<file path="config.mk">
export PLATFORM = sky130hd
export DESIGN_NAME = memory_request_arbiter_flat
export DESIGN_NICKNAME = d
export VERILOG_FILES = /design/src/rtl/memory_request_arbiter_pkg.sv /design/src/rtl/memory_request_arbiter_if.sv /design/src/rtl/memory_request_arbiter_fifo.sv /design/src/rtl/memory_request_arbiter.sv /design/src/flat_wrapper.sv
export SDC_FILE = /design/constraint.sdc
export NUM_CORES = 1
export LEC_CHECK = 0
export CELL_PAD_IN_SITES_DETAIL_PLACEMENT = 0
export CELL_PAD_IN_SITES_GLOBAL_PLACEMENT = 1
export CORE_ASPECT_RATIO = 0.6
export CORE_MARGIN = 4
export CORE_UTILIZATION = 16
export DETAILED_ROUTE_END_ITERATION = 10
export GPL_ROUTABILITY_DRIVEN = 0
export PLACE_DENSITY = 0.92
export SYNTH_ARGS = -nofsm -noshare
export SYNTH_HDL_FRONTEND = slang
export SYNTH_SLANG_ARGS = --single-unit
export TNS_END_PERCENT = 10
</file>
<file path="constraint.sdc">
create_clock -name clock -period 5.55 [get_ports clock]
set_input_delay 1.3875 -clock clock [delete_from_list [all_inputs] [get_ports clock]]
set_output_delay 1.3875 -clock clock [all_outputs]
set_load 0.005 [all_outputs]
</file>
<file path="src/rtl/memory_request_arbiter_pkg.sv">
// Shared types for the memory request arbiter:
// requester identity, FSM states and access sizes.
package memory_arbiter_params;

  typedef enum logic {
    SOURCE_INST = 1'b0,
    SOURCE_DATA = 1'b1
  } source_t;

  typedef enum logic [1:0] {
    ARBITER_IDLE      = 2'd0,
    ARBITER_HOLD_INST = 2'd1,
    ARBITER_HOLD_DATA = 2'd2
  } arbiter_state_t;

  localparam logic [1:0] SIZE_BYTE = 2'd0;
  localparam logic [1:0] SIZE_HALF = 2'd1;
  localparam logic [1:0] SIZE_WORD = 2'd2;

endpackage

</file>
<file path="src/rtl/memory_request_arbiter_if.sv">
// SRAM-like channel: request/address_ok for issue,
// data_ok/read_data for the in-order response.
interface memory_request_arbiter_if #(
  parameter int ADDRESS_WIDTH = 32,
  parameter int DATA_WIDTH    = 32
);

  logic                     request;
  logic                     write;
  logic [1:0]               size;
  logic [3:0]               write_strobe;
  logic [ADDRESS_WIDTH-1:0] address;
  logic [DATA_WIDTH-1:0]    write_data;
  logic                     address_ok;
  logic [DATA_WIDTH-1:0]    read_data;
  logic                     data_ok;

  modport master (
    output request, write, size, write_strobe,
    output address, write_data,
    input  address_ok, read_data, data_ok
  );

  modport slave (
    input  request, write, size, write_strobe,
    input  address, write_data,
    output address_ok, read_data, data_ok
  );

endinterface

</file>
<file path="src/rtl/memory_request_arbiter_fifo.sv">
// Order FIFO: one source bit per outstanding
// transaction, popped as responses return.
module request_order_fifo #(
  parameter int DEPTH = 4
) (
  input  logic                     clock,
  input  logic                     reset,
  input  logic                     push,
  input  logic                     push_data,
  input  logic                     pop,
  output logic                     head,
  output logic                     full,
  output logic                     empty,
  output logic [$clog2(DEPTH):0]   count
);

  localparam int PW = $clog2(DEPTH);
  localparam int CW = PW + 1;

  logic [DEPTH-1:0] slots;
  logic [PW-1:0]    write_pointer;
  logic [PW-1:0]    read_pointer;

  assign head  = slots[read_pointer];
  assign full  = (count == CW'(DEPTH));
  assign empty = (count == '0);

  // Payload storage; contents are don't-care when empty.
  always_ff @(posedge clock) begin
    if (push) slots[write_pointer] <= push_data;
  end

  // Pointers wrap naturally; count tracks push minus pop.
  always_ff @(posedge clock) begin
    if (reset) begin
      write_pointer <= '0;
      read_pointer  <= '0;
      count         <= '0;
    end else begin
      if (push) write_pointer <= write_pointer + 1'b1;
      if (pop)  read_pointer  <= read_pointer + 1'b1;
      unique case ({push, pop})
        2'b10:   count <= count + 1'b1;
        2'b01:   count <= count - 1'b1;
        default: count <= count;
      endcase
    end
  end

endmodule

</file>
<file path="src/rtl/memory_request_arbiter.sv">
// Arbitrates fetch and io-stage requests onto one
// memory port and routes responses back in order.
module memory_request_arbiter
  import memory_arbiter_params::*;
#(
  parameter int ADDRESS_WIDTH   = 32,
  parameter int DATA_WIDTH      = 32,
  parameter int MAX_OUTSTANDING = 4,
  parameter int STARVE_LIMIT    = 4
) (
  input logic                      clock,
  input logic                      reset,
  memory_request_arbiter_if.slave  inst,
  memory_request_arbiter_if.slave  data,
  memory_request_arbiter_if.master bus
);

  localparam int SW = $clog2(STARVE_LIMIT + 1);
  localparam int CW = $clog2(MAX_OUTSTANDING) + 1;

  arbiter_state_t state;
  arbiter_state_t state_next;
  source_t        grant;
  logic           grant_valid;
  logic [SW-1:0]  starve_count;
  logic           starved;

  logic           accept;
  logic           pop;
  logic           fifo_head;
  logic           fifo_full;
  logic           fifo_empty;
  logic [CW-1:0]  fifo_count;

  assign starved = inst.request &&
                   (starve_count == SW'(STARVE_LIMIT));

  // State register.
  always_ff @(posedge clock) begin
    if (reset) state <= ARBITER_IDLE;
    else       state <= state_next;
  end

  // Grant selection and next state; HOLD locks the source.
  always_comb begin
    state_next  = state;
    grant       = SOURCE_DATA;
    grant_valid = 1'b0;
    unique case (state)
      ARBITER_IDLE: begin
        if (!fifo_full && (inst.request || data.request)) begin
          grant_valid = 1'b1;
          grant = (data.request && !starved) ?
                  SOURCE_DATA : SOURCE_INST;
          if (!bus.address_ok)
            state_next = (grant == SOURCE_INST) ?
                         ARBITER_HOLD_INST : ARBITER_HOLD_DATA;
        end
      end
      ARBITER_HOLD_INST: begin
        grant_valid = 1'b1;
        grant       = SOURCE_INST;
        if (bus.address_ok) state_next = ARBITER_IDLE;
      end
      ARBITER_HOLD_DATA: begin
        grant_valid = 1'b1;
        grant       = SOURCE_DATA;
        if (bus.address_ok) state_next = ARBITER_IDLE;
      end
      default: state_next = ARBITER_IDLE;
    endcase
    if (reset) begin
      grant_valid = 1'b0;
      state_next  = ARBITER_IDLE;
    end
  end

  // Forward the granted requester onto the memory port.
  always_comb begin
    bus.request      = 1'b0;
    bus.write        = 1'b0;
    bus.size         = 2'd0;
    bus.write_strobe = 4'd0;
    bus.address      = '0;
    bus.write_data   = '0;
    if (grant_valid) begin
      if (grant == SOURCE_DATA) begin
        bus.request      = data.request;
        bus.write        = data.write;
        bus.size         = data.size;
        bus.write_strobe = data.write_strobe;
        bus.address      = data.address;
        bus.write_data   = data.write_data;
      end else begin
        bus.request      = inst.request;
        bus.size         = SIZE_WORD;
        bus.address      = inst.address;
      end
    end
  end

  assign accept = bus.request && bus.address_ok;
  assign pop    = bus.data_ok && !fifo_empty && !reset;

  assign inst.address_ok = accept && (grant == SOURCE_INST);
  assign data.address_ok = accept && (grant == SOURCE_DATA);

  assign inst.data_ok   = pop && (source_t'(fifo_head) == SOURCE_INST);
  assign data.data_ok   = pop && (source_t'(fifo_head) == SOURCE_DATA);
  assign inst.read_data = bus.read_data;
  assign data.read_data = bus.read_data;

  // Counts data wins while fetch waits; fetch wins at the limit.
  always_ff @(posedge clock) begin
    if (reset) begin
      starve_count <= '0;
    end else if (!inst.request || inst.address_ok) begin
      starve_count <= '0;
    end else if (data.address_ok &&
                 starve_count != SW'(STARVE_LIMIT)) begin
      starve_count <= starve_count + 1'b1;
    end
  end

  // A response with nothing outstanding is a memory-side bug.
  always_ff @(posedge clock) begin
    if (!reset && bus.data_ok)
      assert (!fifo_empty);
  end

  request_order_fifo #(
    .DEPTH (MAX_OUTSTANDING)
  ) u_fifo (
    .clock     (clock),
    .reset     (reset),
    .push      (accept),
    .push_data (grant == SOURCE_DATA),
    .pop       (pop),
    .head      (fifo_head),
    .full      (fifo_full),
    .empty     (fifo_empty),
    .count     (fifo_count)
  );

endmodule

</file>
<file path="src/flat_wrapper.sv">
// flat-port wrapper written by rule: the top's interface ports become plain ports
module memory_request_arbiter_flat import memory_arbiter_params::*;
#(
  parameter int ADDRESS_WIDTH   = 32,
  parameter int DATA_WIDTH      = 32,
  parameter int MAX_OUTSTANDING = 4,
  parameter int STARVE_LIMIT    = 4
)
  (clock, reset, inst_request, inst_write, inst_size, inst_write_strobe, inst_address, inst_write_data, inst_address_ok, inst_read_data, inst_data_ok, data_request, data_write, data_size, data_write_strobe, data_address, data_write_data, data_address_ok, data_read_data, data_data_ok, bus_request, bus_write, bus_size, bus_write_strobe, bus_address, bus_write_data, bus_address_ok, bus_read_data, bus_data_ok);
  memory_request_arbiter_if #(.ADDRESS_WIDTH(ADDRESS_WIDTH), .DATA_WIDTH(DATA_WIDTH)) inst_i ();
  memory_request_arbiter_if #(.ADDRESS_WIDTH(ADDRESS_WIDTH), .DATA_WIDTH(DATA_WIDTH)) data_i ();
  memory_request_arbiter_if #(.ADDRESS_WIDTH(ADDRESS_WIDTH), .DATA_WIDTH(DATA_WIDTH)) bus_i ();
  input logic clock;
  input logic reset;
  input wire logic [$bits(inst_i.request)-1:0] inst_request;
  input wire logic [$bits(inst_i.write)-1:0] inst_write;
  input wire logic [$bits(inst_i.size)-1:0] inst_size;
  input wire logic [$bits(inst_i.write_strobe)-1:0] inst_write_strobe;
  input wire logic [$bits(inst_i.address)-1:0] inst_address;
  input wire logic [$bits(inst_i.write_data)-1:0] inst_write_data;
  output wire logic [$bits(inst_i.address_ok)-1:0] inst_address_ok;
  output wire logic [$bits(inst_i.read_data)-1:0] inst_read_data;
  output wire logic [$bits(inst_i.data_ok)-1:0] inst_data_ok;
  input wire logic [$bits(data_i.request)-1:0] data_request;
  input wire logic [$bits(data_i.write)-1:0] data_write;
  input wire logic [$bits(data_i.size)-1:0] data_size;
  input wire logic [$bits(data_i.write_strobe)-1:0] data_write_strobe;
  input wire logic [$bits(data_i.address)-1:0] data_address;
  input wire logic [$bits(data_i.write_data)-1:0] data_write_data;
  output wire logic [$bits(data_i.address_ok)-1:0] data_address_ok;
  output wire logic [$bits(data_i.read_data)-1:0] data_read_data;
  output wire logic [$bits(data_i.data_ok)-1:0] data_data_ok;
  output wire logic [$bits(bus_i.request)-1:0] bus_request;
  output wire logic [$bits(bus_i.write)-1:0] bus_write;
  output wire logic [$bits(bus_i.size)-1:0] bus_size;
  output wire logic [$bits(bus_i.write_strobe)-1:0] bus_write_strobe;
  output wire logic [$bits(bus_i.address)-1:0] bus_address;
  output wire logic [$bits(bus_i.write_data)-1:0] bus_write_data;
  input wire logic [$bits(bus_i.address_ok)-1:0] bus_address_ok;
  input wire logic [$bits(bus_i.read_data)-1:0] bus_read_data;
  input wire logic [$bits(bus_i.data_ok)-1:0] bus_data_ok;
  assign inst_i.request = inst_request;
  assign inst_i.write = inst_write;
  assign inst_i.size = inst_size;
  assign inst_i.write_strobe = inst_write_strobe;
  assign inst_i.address = inst_address;
  assign inst_i.write_data = inst_write_data;
  assign inst_address_ok = inst_i.address_ok;
  assign inst_read_data = inst_i.read_data;
  assign inst_data_ok = inst_i.data_ok;
  assign data_i.request = data_request;
  assign data_i.write = data_write;
  assign data_i.size = data_size;
  assign data_i.write_strobe = data_write_strobe;
  assign data_i.address = data_address;
  assign data_i.write_data = data_write_data;
  assign data_address_ok = data_i.address_ok;
  assign data_read_data = data_i.read_data;
  assign data_data_ok = data_i.data_ok;
  assign bus_request = bus_i.request;
  assign bus_write = bus_i.write;
  assign bus_size = bus_i.size;
  assign bus_write_strobe = bus_i.write_strobe;
  assign bus_address = bus_i.address;
  assign bus_write_data = bus_i.write_data;
  assign bus_i.address_ok = bus_address_ok;
  assign bus_i.read_data = bus_read_data;
  assign bus_i.data_ok = bus_data_ok;
  memory_request_arbiter #(.ADDRESS_WIDTH(ADDRESS_WIDTH), .DATA_WIDTH(DATA_WIDTH), .MAX_OUTSTANDING(MAX_OUTSTANDING), .STARVE_LIMIT(STARVE_LIMIT)) u_core (.clock(clock), .reset(reset), .inst(inst_i), .data(data_i), .bus(bus_i));
endmodule
</file>
# ---- Word-level counts from Yosys, hierarchy flattened
# Index checks and enable logic that the tools add are counted.
dict set report op_classes {
  add_sub_neg 5
  order_cmp 3
  eq_ne 10
  muxes 29
  bitwise 2
  n_reduce_logical 25
}
# op n
set op_table {}
lappend op_table {{2-to-1 mux 32 bit} 4}
lappend op_table {{logical AND 1 bit} 12}
lappend op_table {{2-to-1 mux 2 bit} 6}
lappend op_table {{2-to-1 mux 1 bit} 10}
lappend op_table {{2-to-1 mux 4 bit} 2}
lappend op_table {{adder 3 x 1 -> 3 bit, second input constant} 2}
lappend op_table {{equality test 3 bit, second input constant} 2}
lappend op_table {{< comparator 2 x 3 -> 1 bit, second input constant} 2}
lappend op_table {{one-hot mux 3 bit (2 select lines)} 1}
lappend op_table {{logical NOT 1 bit} 5}
lappend op_table {{adder 2 x 1 -> 2 bit, second input constant} 2}
lappend op_table {{bitwise mux 4 bit} 1}
lappend op_table {{equality test 2 x 1 -> 1 bit, second input constant} 2}
lappend op_table {{equality test 2 bit, second input constant} 2}
lappend op_table {{inequality test 2 x 1 -> 1 bit, second input constant} 2}
lappend op_table {{one-hot mux 1 bit (2 select lines)} 2}
lappend op_table {{one-hot mux 2 bit (2 select lines)} 1}
lappend op_table {{OR reduction 2 bit} 2}
lappend op_table {{logical NOT 3 bit} 1}
lappend op_table {{inequality test 3 bit, second input constant} 1}
lappend op_table {{AND reduction 3 bit} 1}
lappend op_table {{subtractor 3 x 1 -> 3 bit, second input constant} 1}
lappend op_table {{binary-select mux 1 bit (select 2 bit)} 1}
lappend op_table {{demux 1 bit (select 2 bit)} 1}
lappend op_table {{other kinds (6)} 8}
dict set report totals {
  regBits 16
  output_inout_bits 140
  elab_cells 80
}

# ---- Logic depth before layout (Yosys ltp)
dict set report depth {
  depth_word 13
  ltp_mapped 14
  ltp_nobuf 13
}

# ---- By module
# From an unflattened synthesis, not the netlist that was laid out.
dict set report unflattened {
  cells_unflattened 325
  hier_area_um2 2229.6
}
# mod n_inst cells_per_inst area_per_inst_um2 seq_area_each_um2
set modules_own_cells {}
lappend modules_own_cells {memory_request_arbiter 1 277 1700.4 100.1}
lappend modules_own_cells {request_order_fifo 1 48 529.3 260.2}

# ---- Worst setup path before layout
# Ideal clock, no wire load.
dict set report synth_timing {
  kind {in2out}
  startpoint {input data_request}
  endpoint {output bus_address[23]}
  arrival_time_ns 2.325
  required_ns 4.163
  slack_ns 1.837
  stages 8
  path_buffers 2
  cell_sequence {o21ai_1 nor2_2 a21o_1 buf_6 clkinv_4 buf_6 nand2_1 a21oi_1}
}
dict set report synth_via {
  elab_chain_len 6
  word_cells_on_any_way 11
}
# item line
set synth_rtl {}
lappend synth_rtl {{start, declared} flat_wrapper.sv:24} ;# input wire logic [$bits(data_i.request)-1:0] data_request;
lappend synth_rtl {{logical AND 1 bit / logical OR 1 bit (equally long branches)} {memory_request_arbiter.sv:53, memory_request_arbiter.sv:51}}
lappend synth_rtl {{2-to-1 mux 1 bit / logical AND 1 bit (equally long branches)} {memory_request_arbiter.sv:53, memory_request_arbiter.sv:51}}
lappend synth_rtl {{2-to-1 mux 1 bit (*)} memory_request_arbiter.sv:51} ;# if (!fifo_full && (inst.request || data.request)) begin
lappend synth_rtl {{one-hot mux 1 bit (2 select lines) (*)} memory_request_arbiter.sv:49} ;# unique case (state)
lappend synth_rtl {{via u_core.grant} memory_request_arbiter.sv:23} ;# source_t grant;
lappend synth_rtl {{2-to-1 mux 32 bit (*)} memory_request_arbiter.sv:87} ;# if (grant == SOURCE_DATA) begin
lappend synth_rtl {{2-to-1 mux 32 bit (*)} memory_request_arbiter.sv:86} ;# if (grant_valid) begin
lappend synth_rtl {{end, declared} flat_wrapper.sv:37} ;# output wire logic [$bits(bus_i.address)-1:0] bus_address;
# The timed path passes the listed nets; every way through them passes the cells marked *.

# ---- Final worst setup path
dict set report layout_timing {
  startpoint {input inst_request}
  endpoint {output bus_address[31]}
}
dict set report layout_via {
  elab_chain_len 8
  word_cells_on_any_way 13
}
# item line
set layout_rtl {}
lappend layout_rtl {{start, declared} flat_wrapper.sv:15} ;# input wire logic [$bits(inst_i.request)-1:0] inst_request;
lappend layout_rtl {{logical AND 1 bit} memory_request_arbiter.sv:35} ;# assign starved = inst.request &&
lappend layout_rtl {{logical NOT 1 bit} memory_request_arbiter.sv:53} ;# grant = (data.request && !starved) ?
lappend layout_rtl {{logical AND 1 bit} memory_request_arbiter.sv:53}
lappend layout_rtl {{2-to-1 mux 1 bit} memory_request_arbiter.sv:53}
lappend layout_rtl {{2-to-1 mux 1 bit} memory_request_arbiter.sv:51}
lappend layout_rtl {{one-hot mux 1 bit (2 select lines)} memory_request_arbiter.sv:49}
lappend layout_rtl {{2-to-1 mux 32 bit} memory_request_arbiter.sv:87}
lappend layout_rtl {{2-to-1 mux 32 bit (*)} memory_request_arbiter.sv:86}
# Mark *: on every way between the ends. The rest lies on a longest branch, timed or not.

==> run metrics <==
status=finished clean; Fmax=0.194 GHz; clk_lat worst skew=250 ps; Max Cap Viol=0; Worst setup EP type=output port; n_diodes=0; worst endpoint required time=4160 ps; slew at the pin closest to its max-slew limit=995 ps; I/O Buffers=184; Max-Slew Margin vs Limit=0.337; Post-DP Area=0.00396 mm²; # rows=34; Final #Nets=640; most frequent cells in the layout=clkdlybuf4s50_1, nand2_1, a21oi_1; 1st-pass router iterations=4; vias in the first global route=2183; die area=0.0170 mm²; area delta synth->final=68.9%; pwr/cell area=180 mW/mm²; Final min period=5140 ps; share of cells above drive strength 1=0.103; # setup viols final=0; pre-CTS setup slack=308 ps; CTS H-tree depth=1; commonest non-fill, non-tap cell in the layout=clkdlybuf4s50_1; Num CTS Buffers=3; vias=2469; gr usage total=0.0857; Core Util, Final=0.277; post-detailed-route wirelength per cell=13.2 µm; residual DRC count=0; Pleak=1.54 nW; DRT iter0 DRCs=93; crit path DAT=3760 ps; Crit Path Category=in2out; CTS sink cnt=16; Final Hold Vio Count=0; mapped cell area=0.00239 mm²; ys flop type=dfxtp_1; Synth async-reset ratio=0; hold crit path type=reg2reg; syn_nets=523; clock-pin slew on the worst setup and hold paths=50 ps; fin worst setup slack=406 ps; PostCTS Resize Cnt=0; CTS tree=done; final max-slew violation count=0; part of the cycle the worst path needs=0.927; Worst setup SP type=input port; Yosys top cell area share=0.210; final instance area=0.00404 mm²; Pwr Total=0.000728 W; Routed WL=8530 µm; crit-path max FO=18; Fin Clk Skew=1.78 ps; Boundary Pins=320; Synth Register Bits=16; post-synth top area cell=buf_4; worst IR drop on VDD=0.0961 mV; root buffer cell=clkbuf_16; cells after synthesis=332; placed wire-length estimate=7180 µm; Area contributors post-synth=buf_4, nand2_1, dfxtp_1, a21oi_1, and2_4; YS warnings=0; Fin Setup TNS=0 ps; vias per cell=3.82; Die Y=103 µm; Distinct cells, synth=46; first-pass GRT wire length=11900 µm; Seq/Total Area, Yosys=0.151; EDFF count, synth=4; Starting Density=0.164; antenna violations before repair=0; CTS Hold Bufs=0; core area=0.0145 mm²; final antenna-violating net count=0; unrepaired setup endpoints after global routing=no; clk buf depth=2; Die X=166 µm; post-CTS setup buffer count=0; Avg Cell Area, Syn=7.20 µm²; gr ovfl total=0; largest net degree at the start of global routing=39
-- where the power goes --
part           total [W]  leakage, nW  switching (W)  internal, W
Clock           0.000145       0.0385      0.0000494    0.0000958
Combinational   0.000443         1.37       0.000186     0.000257
Sequential      0.000139        0.133     0.00000971     0.000130
Total           0.000728         1.54       0.000246     0.000482
-- layout make-up --
class | count | area, µm²
tap | 198 | 248
multi-input combinational | 222 | 1370
clock inverter | 1 | 3.75
timing repair buffer | 192 | 1930
fill | 1571 | 10500
clock buffer | 3 | 75.1
sequential | 16 | 360
inverter | 14 | 57.6
-- per-layer routing --
layer	up-vias	GRT usage	part of all wire
met5	-	0	0
li1	1231	-	-
met2	163	0.125	0.41
met1	1071	0.116	0.46
met4	0	0.00824	0.0036
met3	4	0.0464	0.13
-- Yosys cell counts, drive strengths merged (2+ instances only) --
master	n
nor2b	2
clkbuf	4
o21ai	8
nor3	2
xor2	3
dfxtp	12
nor2	17
nand4	2
xnor2	2
o31ai	2
and2	39
a21oi	39
nand2b	2
nand3	3
edfxtp	4
ha	10
buf	76
and3	4
nand2	71
or3	2
nor3b	2
inv	13
-- critical path: stages --
cell and delay [ps]:
clkdlybuf4s50_1 490, o21ai_1 250, nor2_2 80, o21ai_2 770, buf_12 240, a21oi_1 50, clkdlybuf4s50_1 460
-- path summary, 6_finish.rpt --
path / cells past startpoint / endpoint / slack [ps] / startpoint
worst max-delay path: 7 / bus_address[31] / 410 / inst_request
worst min-delay path: 2 / u_core.state[1]$_SDFFE_PP0P_ / 480 / u_core.state[1]$_SDFFE_PP0P_
worst max register to register: 13 / u_core.u_fifo.count[2]$_SDFFE_PP0P_ / 2750 / u_core.state[0]$_SDFFE_PP0P_
worst min register to register: 2 / u_core.state[1]$_SDFFE_PP0P_ / 480 / u_core.state[1]$_SDFFE_PP0P_
-- sequential cells by signal (all words and copies together) (netlist names) --
| register | cells |
|---|---|
| u_core.starve_count | 3 |
| u_core.u_fifo.write_pointer | 2 |
| u_core.u_fifo.count | 3 |
| u_core.u_fifo.read_pointer | 2 |
| u_core.state | 2 |
| u_core.u_fifo.slots | 4 |
-- logic make-up (layout without fill, tap and decap cells) --
family	count (synthesis)	after routing	synth area share
flops	16	16	0.151
buf+inv	94	210	0.278
xor+xnor	5	5	0.0183
compound gates	56	56	0.147
fa+ha+maj	11	11	0.0607
simple gates	148	148	0.332
mux	2	2	0.0136
-- metrics by stage --
step | hold slack, ps | instances
CTS | 486 | 646
floorplan | 449 | 332
global placement | 473 | 642
detailed placement | 479 | 642
finish | 483 | 646
global route | 507 | 646
No activity file was read; power rests on OpenSTA's default activity.
